**config.mk**
```make
export PLATFORM = sky130hd
export DESIGN_NAME = cache_refill_ctrl
export DESIGN_NICKNAME = d
export VERILOG_FILES = /design/src/rtl/cache_pkg.sv /design/src/rtl/cache_refill_ctrl_block_assembler.sv /design/src/rtl/cache_refill_ctrl.sv
export SDC_FILE = /design/constraint.sdc
export NUM_CORES = 1
export LEC_CHECK = 0
export ABC_AREA = 1
export BUFFER_PORTS_ARGS = -buffer_cell sky130_fd_sc_hd__buf_4
export CAP_MARGIN = 40
export CORE_AREA = 2 2 254 256
export DETAILED_ROUTE_END_ITERATION = 10
export DIE_AREA = 0 0 256 258
export GPL_ROUTABILITY_DRIVEN = 0
export HOLD_SLACK_MARGIN = 0.1
export SKIP_LAST_GASP = 1
export SLEW_MARGIN = 20
export SYNTH_ARGS = -nofsm -noshare
export SYNTH_HDL_FRONTEND = slang
export SYNTH_SLANG_ARGS = --single-unit
```
**constraint.sdc**
```tcl
create_clock -name clk -period 28.6 [get_ports clk]
set_clock_uncertainty 0.1 [all_clocks]
set_input_delay 2.86 -clock clk [delete_from_list [all_inputs] [get_ports clk]]
set_output_delay 2.86 -clock clk [all_outputs]
set_load 0.02 [all_outputs]
```
**src/rtl/cache_pkg.sv**
```systemverilog
// Shared widths, address field layout and refill FSM states for the cache refill controller.
package cache_pkg;

    localparam int ADDR_W          = 32;
    localparam int WORD_W          = 32;
    localparam int TAG_W           = 25;
    localparam int OFFSET_W        = 6;
    localparam int BLOCK_W         = 512;
    localparam int WORDS_PER_BLOCK = 16;
    localparam int BEAT_W          = $clog2(WORDS_PER_BLOCK);

    typedef enum logic [2:0] {
        ST_IDLE  = 3'd0,
        ST_REQ   = 3'd1,
        ST_FILL  = 3'd2,
        ST_WRITE = 3'd3,
        ST_DONE  = 3'd4
    } refill_state_e;

endpackage

```
**src/rtl/cache_refill_ctrl_block_assembler.sv**
```systemverilog
// Collects refill words into a 512-bit block; beat 0 lands in the lowest word.
module block_assembler
    import cache_pkg::*;
(
    input  logic               clk,
    input  logic               reset,
    input  logic               clear_i,
    input  logic               beat_valid_i,
    input  logic [WORD_W-1:0]  beat_data_i,
    output logic               last_beat_o,
    output logic [BLOCK_W-1:0] block_o
);

    logic [BEAT_W-1:0]  beat_q, beat_d;
    logic [BLOCK_W-1:0] block_q, block_d;

    // Insert the incoming word at the current beat position and advance the counter.
    always_comb begin
        // NOTE: defaults first so every path assigns both signals and no latch is inferred.
        beat_d  = beat_q;
        block_d = block_q;
        if (clear_i) begin
            beat_d = '0;
        end else if (beat_valid_i) begin
            block_d[WORD_W*beat_q +: WORD_W] = beat_data_i;
            beat_d = beat_q + 1'b1;
        end
    end

    // Beat counter and block register; the block keeps its contents between refills.
    always_ff @(posedge clk or posedge reset) begin
        if (reset) begin
            // NOTE: the wide block register is reset on purpose: the cache must see all-zero data while reset is held.
            beat_q  <= '0;
            block_q <= '0;
        end else begin
            // NOTE: non-blocking so every register updates from the values sampled before the edge.
            beat_q  <= beat_d;
            block_q <= block_d;
        end
    end

    assign last_beat_o = (beat_q == BEAT_W'(WORDS_PER_BLOCK - 1));
    assign block_o     = block_q;

endmodule

```
**src/rtl/cache_refill_ctrl.sv**
```systemverilog
// Cache miss refill controller: requests a block from memory, assembles 16 beats,
// writes the block into the cache, and aborts with memErr if memory goes quiet too long.
module cache_refill_ctrl
    import cache_pkg::*;
#(
    parameter int TIMEOUT = 1023
) (
    input  logic               clk,
    input  logic               reset,
    input  logic [ADDR_W-1:0]  cpuAddress,
    input  logic               cpuRead,
    input  logic               cacheHit,
    output logic               memReq,
    output logic [ADDR_W-1:0]  memAddr,
    input  logic               memAck,
    input  logic [WORD_W-1:0]  memData,
    input  logic               memValid,
    output logic [BLOCK_W-1:0] blockData,
    output logic [TAG_W-1:0]   tag,
    output logic               valid,
    output logic               DMWrite,
    output logic               stall,
    output logic               refillDone,
    output logic               memErr
);

    localparam int TO_W = $clog2(TIMEOUT + 1);

    refill_state_e             state_q, state_d;
    logic [ADDR_W-1:OFFSET_W]  addr_q, addr_d;
    logic [TO_W-1:0]           to_q, to_d;

    logic miss;
    logic beat_fire;
    logic fill_start;
    logic last_beat;
    logic timeout_hit;

    // The byte offset within the block never matters for a whole-block fetch.
    logic unused_offset;
    assign unused_offset = ^cpuAddress[OFFSET_W-1:0];

    assign miss       = cpuRead && !cacheHit;
    assign fill_start = (state_q == ST_REQ) && memAck;
    // memValid in the acknowledge cycle is still REQ, so it is never taken as a beat.
    assign beat_fire  = (state_q == ST_FILL) && memValid;

    // An idle cycle that would bring the idle count up to TIMEOUT aborts the refill.
    always_comb begin
        timeout_hit = 1'b0;
        if (to_q == TO_W'(TIMEOUT - 1)) begin
            timeout_hit = ((state_q == ST_REQ)  && !memAck) ||
                          ((state_q == ST_FILL) && !memValid);
        end
    end

    block_assembler u_block_assembler (
        .clk          (clk),
        .reset        (reset),
        .clear_i      (fill_start),
        .beat_valid_i (beat_fire),
        .beat_data_i  (memData),
        .last_beat_o  (last_beat),
        .block_o      (blockData)
    );

    // State register.
    always_ff @(posedge clk or posedge reset) begin
        if (reset) begin
            state_q <= ST_IDLE;
        end else begin
            state_q <= state_d;
        end
    end

    // Next-state logic: miss -> request -> fill 16 beats -> write -> done, timeout back to idle.
    always_comb begin
        state_d = state_q;
        unique case (state_q)
            ST_IDLE:  if (miss) state_d = ST_REQ;
            ST_REQ: begin
                if (memAck)           state_d = ST_FILL;
                else if (timeout_hit) state_d = ST_IDLE;
            end
            ST_FILL: begin
                if (beat_fire && last_beat) state_d = ST_WRITE;
                else if (timeout_hit)       state_d = ST_IDLE;
            end
            ST_WRITE: state_d = ST_DONE;
            ST_DONE:  state_d = ST_IDLE;
            default:  state_d = ST_IDLE;
        endcase
    end

    // Output decode; everything except memErr depends on the registered state only.
    always_comb begin
        memReq     = (state_q == ST_REQ);
        stall      = (state_q != ST_IDLE);
        DMWrite    = (state_q == ST_WRITE);
        valid      = (state_q == ST_WRITE);
        tag        = (state_q == ST_WRITE) ? addr_q[ADDR_W-1 -: TAG_W] : '0;
        refillDone = (state_q == ST_DONE);
        memErr     = timeout_hit;
    end

    assign memAddr = {addr_q, {OFFSET_W{1'b0}}};

    // Address latch and idle-cycle counter; the acknowledge also restarts the idle count
    // so the wait for the first beat gets the full TIMEOUT budget.
    always_comb begin
        addr_d = addr_q;
        to_d   = to_q;
        unique case (state_q)
            ST_IDLE: begin
                to_d = '0;
                if (miss) addr_d = cpuAddress[ADDR_W-1:OFFSET_W];
            end
            ST_REQ:  to_d = memAck   ? '0 : to_q + 1'b1;
            ST_FILL: to_d = memValid ? '0 : to_q + 1'b1;
            default: to_d = '0;
        endcase
    end

    // Datapath registers.
    always_ff @(posedge clk or posedge reset) begin
        if (reset) begin
            addr_q <= '0;
            to_q   <= '0;
        end else begin
            addr_q <= addr_d;
            to_q   <= to_d;
        end
    end

endmodule

```
==> flow_summary_export.csv <==
group,metric,value,unit
sta,layout_setup_ws,21.59,ns
final_layout,final_layout_size_suffix_gt1_frac,0.226,
sta,post-route-period-util,0.245,
die,start_util,0.382,
final_layout,layout_common_cells,"nand2_1 (1162), buf_4 (666), dfrtp_1 (554), nor2_1 (288), nand3_1 (243)",
global_routing,grt_pass1_wl,144000,µm
critical_path,path_cells,"buf_4 -> o21ai_0 -> inv_1 -> nor2_1 -> buf_4",
routing,totalWireLength,97800,µm
cts,cts_tree,"built",
die,io_pins,645,
sta,relSlewSlack,0.370,
sta,setup_viol,0,
yosys,synth_area,0.0243,mm²
routing,drtIter0Drc,1909,
yosys,async_flop_share,1.00,
critical_path,critPathMaxStageDelay,0.45,ns
critical_path,crit_family,"buffers and inverters",
power_and_ir_drop,irDropWorstVdd,0.0545,mV
critical_path,r2r_start,"u_block_assembler.beat_q[0]$_DFFE_PP0P_",
die,die-area,0.0660,mm²
routing,vias,22299,
final_layout,regArea,0.0139,mm²
run,maxCapViolCount,0,
die,die_h,258,µm
yosys,syn_avg_cell_area,8.03,µm²
power_and_ir_drop,p_leak,18.2,nW
cts,numCtsBuffers,60,
critical_path,critPathSlowestCell,"o21ai_0",
routing,route.detailed.drc,0,
cts,holdBufCountCts,0,
sta,hold_viol_final,0,
routing,drtPass1Iterations,6,
critical_path,crit_arrival,4.05,ns
sta,fin_setup_tns,0,ns
final_layout,fin_util,0.499,
min_path,hold_end,"to_q[8]$_DFF_PP0_",
yosys,synth_enable_flop_cells,0,
min_path,hp-start,"to_q[8]$_DFF_PP0_",
outcome,status,"finished, final reports clean",
critical_path,worstPathMaxFanout,8,
die,die_x,256,µm
final_layout,fillCellCount,6330,
cts,htree_num_levels,2,
die,rows,93,
yosys,synth.distinct_cells,34,
sta,rsz0062_at_grt,"false",
global_routing,track_usage,0.289,
final_layout,multi_input_area,0.00868,mm²
routing,avgViaCountPerCell,4.99,
die,core_area,0.0636,mm²
sta,finalMaxSlewViolations,0,
min_path,hold_path_class,"reg2reg",
cts,root_buffer,"clkbuf_16",
power_and_ir_drop,powerDensity,77.1,mW/mm²
place,hpwl,67500,µm
final_layout,area_growth,30.8,%
final_layout,finalNetCount,3651,
cts,cts_resized,0,
critical_path,r2r_end,"u_block_assembler.block_o[407]$_DFFE_PP0P_",
sta,whs,0.369,ns
cts,post_cts_buffers,0,
yosys,postSynthCellCount,3023,
final_layout,final_common_cell,"nand2_1",
place,place_ws,21.57,ns
cts,cts.clk_slew.worst_paths,0.06,ns
critical_path,reg2reg_depth,12,
min_path,worst_hold_path.num_cells,1,
global_routing,grt-ovfl-total,0,
sta,worst_pin_slew,0.945,ns
critical_path,critPathMostFrequentCell,"buf_4",
sta,fmax,143,MHz
critical_path,path_class,"in2out",
yosys,synth.yosys.seq_area_share,0.572,
cts,clock_path_buffers,3,
cts,clock-sinks,555,
critical_path,worstPathRequired,25.64,ns
global_routing,grt_pass1_vias,21378,
yosys,synth_ff_type,"dfrtp_1",
cts,clock_latency,0.63,ns
critical_path,reg2reg_slack,24.23,ns
routing,detail-route-antenna-nets,0,
power_and_ir_drop,total_power,2.45,mW
yosys,ys_ff_latch,555,
global_routing,grt_max_degree,138,
yosys,ys_warn_count,0,
critical_path,critPathLaunchType,"input pin",
critical_path,end_kind,"primary output",
critical_path,crit_buf_inv,3,
global_routing,antenna_found_initial,1,
place,portBuffers,632,
routing,wl_per_cell,21.9,µm
sta,fin_crit,7.01,ns
## power by group
part,switching (mW),total (mW),internal [mW],leakage (nW)
Combinational,0.594,0.786,0.191,9.67
Sequential,0.0425,0.888,0.845,7.63
Clock,0.327,0.775,0.448,0.946
Total,0.963,2.45,1.48,18.2
## area by class of cell
class,count,share of cell area
diodes,1,0.0000788
clock buffers,90,0.0555
clock inverters,12,0.00473
inverters,226,0.0271
multi-input cells,2050,0.273
flip-flops and latches,555,0.437
well taps,855,0.0337
repair buffers,683,0.168
## cell usage after synthesis, types with 2 or more instances
master    count  share of area
nand2_1    1163           0.18
dfrtp_1     555           0.57
nor2_1      289          0.045
nand3_1     244          0.050
inv_1       213          0.033
o21ai_0     168          0.035
buf_2        87          0.018
clkbuf_1     74          0.011
o21ai_1      59          0.012
nor3_1       39         0.0080
a21oi_1      31         0.0064
buf_4        21         0.0065
buf_1        13         0.0020
inv_2        13         0.0020
nand4_1      10         0.0026
nor2_2        8         0.0021
nor2_4        7         0.0032
nand2_2       6         0.0015
ha_1          5         0.0026
nand3_2       2        0.00082
o22ai_1       2        0.00052
xor2_1        2        0.00072
## worst reg2reg max path, cell delays in order (launching register included)
cell	delay, ns
dfrtp_2	0.74
buf_16	0.24
inv_2	0.11
buf_12	0.19
ha_2	0.43
inv_4	0.50
nand2_2	0.15
buf_12	0.20
inv_2	0.54
nand2_1	0.48
buf_4	0.39
nand2_1	0.11
nand2_1	0.05
## per-layer routing
metal | up-vias | GRT usage | part of all wire
li1 | 10469 | - | -
met1 | 10794 | 0.376 | 0.41
met2 | 859 | 0.472 | 0.48
met3 | 177 | 0.0621 | 0.071
met4 | 0 | 0.111 | 0.039
met5 | - | 0 | 0
## stage by stage
step	area, µm²	cells
2_1_floorplan	24300	3028
3_3_place_gp	29500	4353
3_5_place_dp	29800	4365
4_1_cts	31700	4467
5_1_grt	31800	4472
6_report	31800	4472
## logic make-up after synthesis
| family | after synthesis | share of synthesized area |
|---|---|---|
| xor gates and xnor gates | 3 | 0.00108 |
| and+or+nand+nor | 1773 | 0.296 |
| DFF | 555 | 0.572 |
| buffers and inverters | 423 | 0.0735 |
| AOI/OAI and AO/OA | 261 | 0.0540 |
| other | 1 | 0.000154 |
| muxes | 2 | 0.000876 |
| adders and majority gates | 5 | 0.00258 |
## worst max path at each step
stage | from | endpoint | slack (ns) | cells after the start
finish | memValid | memErr | 21.59 | 5
detailed placement | memValid | memErr | 21.57 | 5
CTS | memValid | memErr | 21.60 | 5
floorplan | reset | addr_q[10]$_DFFE_PP0P_ | 10.12 | 1
global route | memValid | memErr | 21.43 | 5
global placement | memValid | memErr | 21.62 | 5
## state kept, by name (all words and copies together), names as in the netlist
name	flops
addr_q	26
state_q	3
u_block_assembler.block_o	512
to_q	10
u_block_assembler.beat_q	4
Note: power is estimated with default switching activity, not from simulation.
